$ cat config.mk
export PLATFORM = sky130hd
export DESIGN_NAME = ram_loader
export DESIGN_NICKNAME = d
export VERILOG_FILES = /design/src/rtl/ram_loader.sv
export SDC_FILE = /design/constraint.sdc
export NUM_CORES = 1
export LEC_CHECK = 0
export CAP_MARGIN = 20
export CORE_MARGIN = 4
export CORE_UTILIZATION = 49
export DETAILED_ROUTE_END_ITERATION = 8
export GPL_ROUTABILITY_DRIVEN = 0
export PLACE_DENSITY = 0.8
export SYNTH_ARGS = -nofsm -noshare
export SYNTH_HDL_FRONTEND = slang
export SYNTH_SLANG_ARGS = --single-unit
$ cat constraint.sdc
create_clock -name clk -period 2.6 [get_ports clk]
set_clock_uncertainty 0.15 [all_clocks]
set_input_delay 0.26 -clock clk [delete_from_list [all_inputs] [get_ports clk]]
set_output_delay 0.26 -clock clk [all_outputs]
set_load 0.02 [all_outputs]
$ cat src/rtl/ram_loader.sv
// ram_loader: framed LEN/data/CSUM stream loader for the data RAM, CPU pass-through when idle
module ram_loader #(
  parameter int ADDR_W = 5,
  parameter int DATA_W = 8,
  parameter int DEPTH  = 32
) (
  input  logic              clk,
  input  logic              rst_n,
  input  logic              start,
  input  logic              in_valid,
  input  logic [DATA_W-1:0] in_data,
  output logic              in_ready,
  input  logic [ADDR_W-1:0] cpu_addr,
  input  logic [DATA_W-1:0] cpu_wdata,
  input  logic              cpu_we,
  output logic [ADDR_W-1:0] ram_addr,
  output logic [DATA_W-1:0] ram_wdata,
  output logic              ram_we,
  output logic              busy,
  output logic              done,
  output logic              err,
  output logic [ADDR_W:0]   count
);
  typedef enum logic [2:0] {IDLE, S_LEN, S_DATA, S_CSUM, DONE} state_t;
  state_t state, state_n;
  logic [ADDR_W-1:0] addr;
  logic [ADDR_W:0] len;
  logic [DATA_W-1:0] sum;
  logic [DATA_W:0] len_in;
  logic xfer, len_bad, idle_start;
  assign busy = state == S_LEN || state == S_DATA || state == S_CSUM;
  assign in_ready = busy;
  assign xfer = in_valid && in_ready;
  assign len_in = in_data == '0 ? (DATA_W+1)'(DEPTH) : {1'b0, in_data};
  assign len_bad = len_in > (DATA_W+1)'(DEPTH);
  assign idle_start = (state == IDLE || state == DONE) && start;
  assign ram_we = busy ? state == S_DATA && xfer : cpu_we;
  assign ram_addr = busy ? addr : cpu_addr;
  assign ram_wdata = busy ? in_data : cpu_wdata;
  always_comb begin
    state_n = state;
    unique case (state)
      IDLE, DONE: state_n = start ? S_LEN : state;
      S_LEN:      state_n = xfer ? (len_bad ? DONE : S_DATA) : state;
      S_DATA:     state_n = xfer && count + (ADDR_W+1)'(1) == len ? S_CSUM : state;
      S_CSUM:     state_n = xfer ? DONE : state;
      default:    state_n = IDLE;
    endcase
  end
  always_ff @(posedge clk) begin
    if (!rst_n) begin
      state <= IDLE;
      addr  <= '0;
      len   <= '0;
      sum   <= '0;
      count <= '0;
      done  <= 1'b0;
      err   <= 1'b0;
    end else begin
      state <= state_n;
      if (idle_start) begin
        addr  <= '0;
        sum   <= '0;
        count <= '0;
        done  <= 1'b0;
        err   <= 1'b0;
      end
      if (state == S_LEN && xfer) begin
        if (len_bad) begin
          err  <= 1'b1;
          done <= 1'b1;
        end else len <= len_in[ADDR_W:0];
      end
      if (state == S_DATA && xfer) begin
        addr  <= addr + ADDR_W'(1);
        count <= count + (ADDR_W+1)'(1);
        sum   <= sum + in_data;
      end
      if (state == S_CSUM && xfer) begin
        err  <= in_data != sum;
        done <= 1'b1;
      end
    end
  end
endmodule
# [Word level (Yosys, flattened, before mapping)]
# Index checks and enable logic that the tools add are counted.
[word_totals] in_bits=26 reg_bits=30
[classes] bitwise=1 n_mux=24 n_reduce_logical=15 magnitude_cmp=1 n_addsub=3 n_eq_ne=10
[op_table] cell="two-way mux 8 bit" n=4
[op_table] cell="two-way mux 3 bit" n=5
[op_table] cell="two-way mux 5 bit" n=3
[op_table] cell="two-way mux 6 bit" n=2
[op_table] cell="case mux 3 bit (4 select lines)" n=1
[op_table] cell="two-way mux 1 bit" n=9
[op_table] cell="adder 8 bit" n=1
[op_table] cell="greater-than comparator 8 x 6 -> 1 bit (second input constant)" n=1
[op_table] cell="logical NOT 8 bit" n=1
[op_table] cell="!= test 8 bit" n=1
[op_table] cell="adder 6 x 1 -> 6 bit (second input constant)" n=1
[op_table] cell="equality test 3 x 2 -> 1 bit (second input constant)" n=2
[op_table] cell="equality test 6 bit" n=1
[op_table] cell="logical AND 1 bit" n=6
[op_table] cell="!= test 2 bit (second input constant)" n=3
[op_table] cell="adder 5 x 1 -> 5 bit (second input constant)" n=1
[op_table] cell="AND reduction 4 bit" n=1
[op_table] cell="equality test 3 x 1 -> 1 bit (second input constant)" n=1
[op_table] cell="equality test 3 bit (second input constant)" n=1
[op_table] cell="logical NOT 3 bit" n=1
[op_table] cell="logical OR 1 bit" n=3
[op_table] cell="!= test 2 x 1 -> 1 bit (second input constant)" n=1
[op_table] cell="AND reduction 2 bit" n=1
[op_table] cell="nonzero test 2 bit" n=1
[op_table] cell="2 further kinds" n=2

# [Longest topological paths before layout]
[logic_depth] word_depth=7 depth_mapped=7 mapped_depth_nobuf=7

# [Worst setup path after synthesis]
# OpenSTA, ideal clock, no wires.
[synth_timing] kind="reg-to-reg" startpoint="register sum[1]" endpoint="register sum[7]" stages_incl_launch_ff=7 path_slack_ps=595 setup_ps=127 t_arrival_ps=1728 period_less_slack_ps=2005 cell_sequence="dfxtp_1 -> ha_1 -> a21o_1 -> and4_1 -> or3_1 -> nand4_1 -> or3b_1"
[synth_via] elab_chain_cells=2
[synth_lines] element="start: declaration" line_no="28" rtl="logic [DATA_W-1:0] sum;"
[synth_lines] element="start signal: assignment" line_no="77" rtl="sum <= sum + in_data;"
[synth_lines] element="adder 8 bit" line_no="77"
[synth_lines] element="two-way mux 8 bit" line_no="74" rtl="if (state == S_DATA && xfer) begin"
# Every way passes these cells.
# A chain may end at the register's enable or synchronous reset.

# [Final worst setup path]
[layout_timing] startpoint="register state[2]" endpoint="output port ram_addr[1]"
[layout_via] elab_chain_cells=4 elab_cells_between_ends=6
[layout_lines] element="start: declaration" line_no="25" rtl="state_t state, state_n;"
[layout_lines] element="start signal: assignment" line_no="60" rtl="state <= state_n;"
[layout_lines] element="equality test 3 x 1 -> 1 bit / equality test 3 x 2 -> 1 bit (equally long branches)" line_no="31" rtl="assign busy = state == S_LEN || state == S_DATA || state == S_CSUM;"
[layout_lines] element="logical OR 1 bit" line_no="31"
[layout_lines] element="logical OR 1 bit *" line_no="31"
[layout_lines] element="two-way mux 5 bit *" line_no="38" rtl="assign ram_addr = busy ? addr : cpu_addr;"
[layout_lines] element="end: declaration" line_no="16" rtl="output logic [ADDR_W-1:0] ram_addr,"
# Mark *: on every way between the ends. The rest lies on a longest branch, timed or not.

==> qor.yml <==
cts_root_buf: "clkbuf_8"
antenna_cells: 0
hpwl_um: 3820
worstPathMaxFanout: 9
finalWirelength_um: 5100
slew_violations: 0
syn-cell-area_um2: 1940
area_delta_synth_final_pct: 34.8
syn_inst: 255
startpoint_type: "flip-flop"
cp_data_arrival_time_ps: 2030
power.density_nw_per_um2: 561
drtIter0Drc: 74
design.die.area_um2: 5030
leakage_uw: 0.00108
grt-ovfl-total: 0
worstMarginPinSlew_ps: 470
multi_input_area_um2: 1270
portBuffers: 49
cp.required_ps: 2190
rr_endpoint: "sum[7]$_SDFFE_PN0P_"
synth.yosys.seq_area_share_pct: 31.0
grt_max_degree: 17
final_nets: 346
clk_pin_slew_ps: 70
cts_hold_buf: 0
ys_seq_elements: 30
worst_slack_ps: 162
start_util_pct: 51.8
endpoint_kind: "primary output"
seq_area_um2: 601
drive_gt1_share_pct: 9.32
synth_enable_flop_cells: 0
yosys_warnings: 0
grt_pass1_vias: 1940
critical_path_class: "reg -> out"
crit_path_cell_trace: "inv_2, o21ai_2, buf_4, nand2_1, nand2_1, clkdlybuf4s50_1"
period_share_pct: 93.8
fillers: 334
slowest_delay_ps: 610
setup_viol: 0
firstDrtPassIters: 4
drv_cap: 0
htreeDepth: 2
crit_path_start: "state[2]$_SDFFE_PN0P_"
io_pins: 50
path_common_cell: "nand2_1"
design.core.area_um2: 3740
final_hold_viol_count: 0
pre_cts_slack_ps: 91.5
numCtsBuffers: 5
cts_tree: "built"
wire_per_inst_um: 14.2
via_per_inst: 5.48
grt_pass1_wl_um: 8780
max-vdd-ir-drop_uv: 367
fin_setup_tns_ps: 0
drc_errors: 0
yosysTopAreaCellShare_pct: 31.0
cts_setup_buffers: 0
clockBufferDepth: 2
regToRegSetupSlack_ps: 460
rows: 22
fin_crit_ps: 2440
ant_nets: 0
fmax_ghz: 0.410
die_y_um: 70.9
cpMaxStageDelayCell: "clkdlybuf4s50_1"
reg2regPathDepth: 6
endpoint: "ram_addr[1]"
die_w_um: 70.9
num_vias: 1969
synth_area_leader_cell: "dfxtp_1"
report.power.total_uw: 1470
slew_headroom_pct: 68.7
syn-num-nets: 291
antenna_found_initial: 0
status: "completed"
ys_async_sr_fraction_pct: 0
avgSynthCellArea_um2: 7.60
synthDistinctLibCells: 46
synthFlopType: "dfxtp_1"
r2r_start: "sum[1]$_SDFFE_PN0P_"
rsz0062_at_grt: "no"
cts_resized: 1
clk_latency_ps: 280
synth.top_cells.by_area: "dfxtp_1 31%, nand2_1 9.5%, a21oi_1 6.5%"
cts.sinks: 30
grt_use_total_pct: 21.3
holdPathStages: 2
min_path_type: "reg -> reg"
## state kept, by name, summed over array words and instances, names as in the netlist
name,flops
addr,5
count,6
done,1
err,1
len,6
state,3
sum,8
## worst min path at each step
stage | startpoint | endpoint | slack, ps
CTS | done$_SDFF_PN0_ | done$_SDFF_PN0_ | 310
detailed placement | done$_SDFF_PN0_ | done$_SDFF_PN0_ | 300
floorplan | in_data[0] | len[0]$_SDFFE_PN0P_ | 260
global placement | err$_SDFF_PN0_ | err$_SDFF_PN0_ | 290
finish | done$_SDFF_PN0_ | done$_SDFF_PN0_ | 300
global route | done$_SDFF_PN0_ | done$_SDFF_PN0_ | 330
## critical path, delay by kind of cell, from the launching register on
kind / cells / cell delay (ps)
AND/OR/NAND/NOR: 2 / 120
AO/OA/AOI/OAI: 1 / 210
flip-flops: 1 / 450
buffers and inverters: 3 / 970
## stage by stage
| step | hold slack [ps] | instance area, um2 | std cells | util, % |
|---|---|---|---|---|
| detailed placement | 297 | 2520 | 351 | 67.2 |
| global placement | 294 | 2520 | 351 | 67.2 |
| global route | 329 | 2610 | 359 | 69.8 |
| CTS | 307 | 2610 | 359 | 69.8 |
| finish | 305 | 2610 | 359 | 69.8 |
| floorplan | 257 | 1940 | 255 | - |
## cell usage after synthesis, drive strengths merged, types with 6 or more instances
| cell | count |
|---|---|
| o21ai | 13 |
| dfxtp | 30 |
| nand2 | 49 |
| a21oi | 25 |
| xnor2 | 9 |
| or3 | 7 |
| nand3 | 9 |
| nor2 | 31 |
| a22oi | 6 |
| buf | 8 |
| ha | 9 |
## where the power goes
| part | internal, uW | switching, uW | total [uW] |
|---|---|---|---|
| clock network | 213 | 180 | 394 |
| registers | 478 | 14.8 | 493 |
| logic | 256 | 323 | 579 |
## per-layer routing
metal	GRT usage [%]	vias up	share of wire (%)
li1	-	1002	-
met1	27.1	921	44
met2	35.7	37	50
met4	8.14	0	1.8
met5	0	-	0
met3	3.84	9	3.6
## cell type report
cell class,instances,share of cell area (%)
Sequential cell,30,23.0
Inverter,3,0.431
Tap cell,48,2.30
Multi-Input combinational cell,209,48.6
Timing Repair Buffer,61,22.2
Clock buffer,7,3.30
Clock inverter,1,0.192
## cell usage in the layout (no fill, tap or decap), types with 2 or more instances in the layout
cell	count
nand3_1	9
o21ai_1	6
buf_4	12
a211oi_1	2
xnor2_1	9
o211ai_1	2
inv_2	2
clkdlybuf4s50_1	49
a21o_1	3
o21ai_0	6
a21oi_1	25
xor2_1	4
mux2i_1	5
nand4_1	3
nor2_1	30
a22oi_1	6
nor4_1	2
clkbuf_8	6
or3_1	7
nand3b_1	2
nor3_1	4
o21bai_1	2
nand2_1	49
ha_1	9
dfxtp_1	30
o31ai_1	2
nand2b_1	4
## cells by family after synthesis
kind of cell / after synthesis / share of synthesized area (%)
buffers and inverters: 16 / 4.07
and+or+nand+nor: 121 / 30.3
xor gates and xnor gates: 13 / 5.87
DFF: 30 / 31.0
muxes: 6 / 3.16
AOI/OAI and AO/OA: 59 / 18.7
adders and majority gates: 10 / 6.84
(Power assumes the default switching activity.)
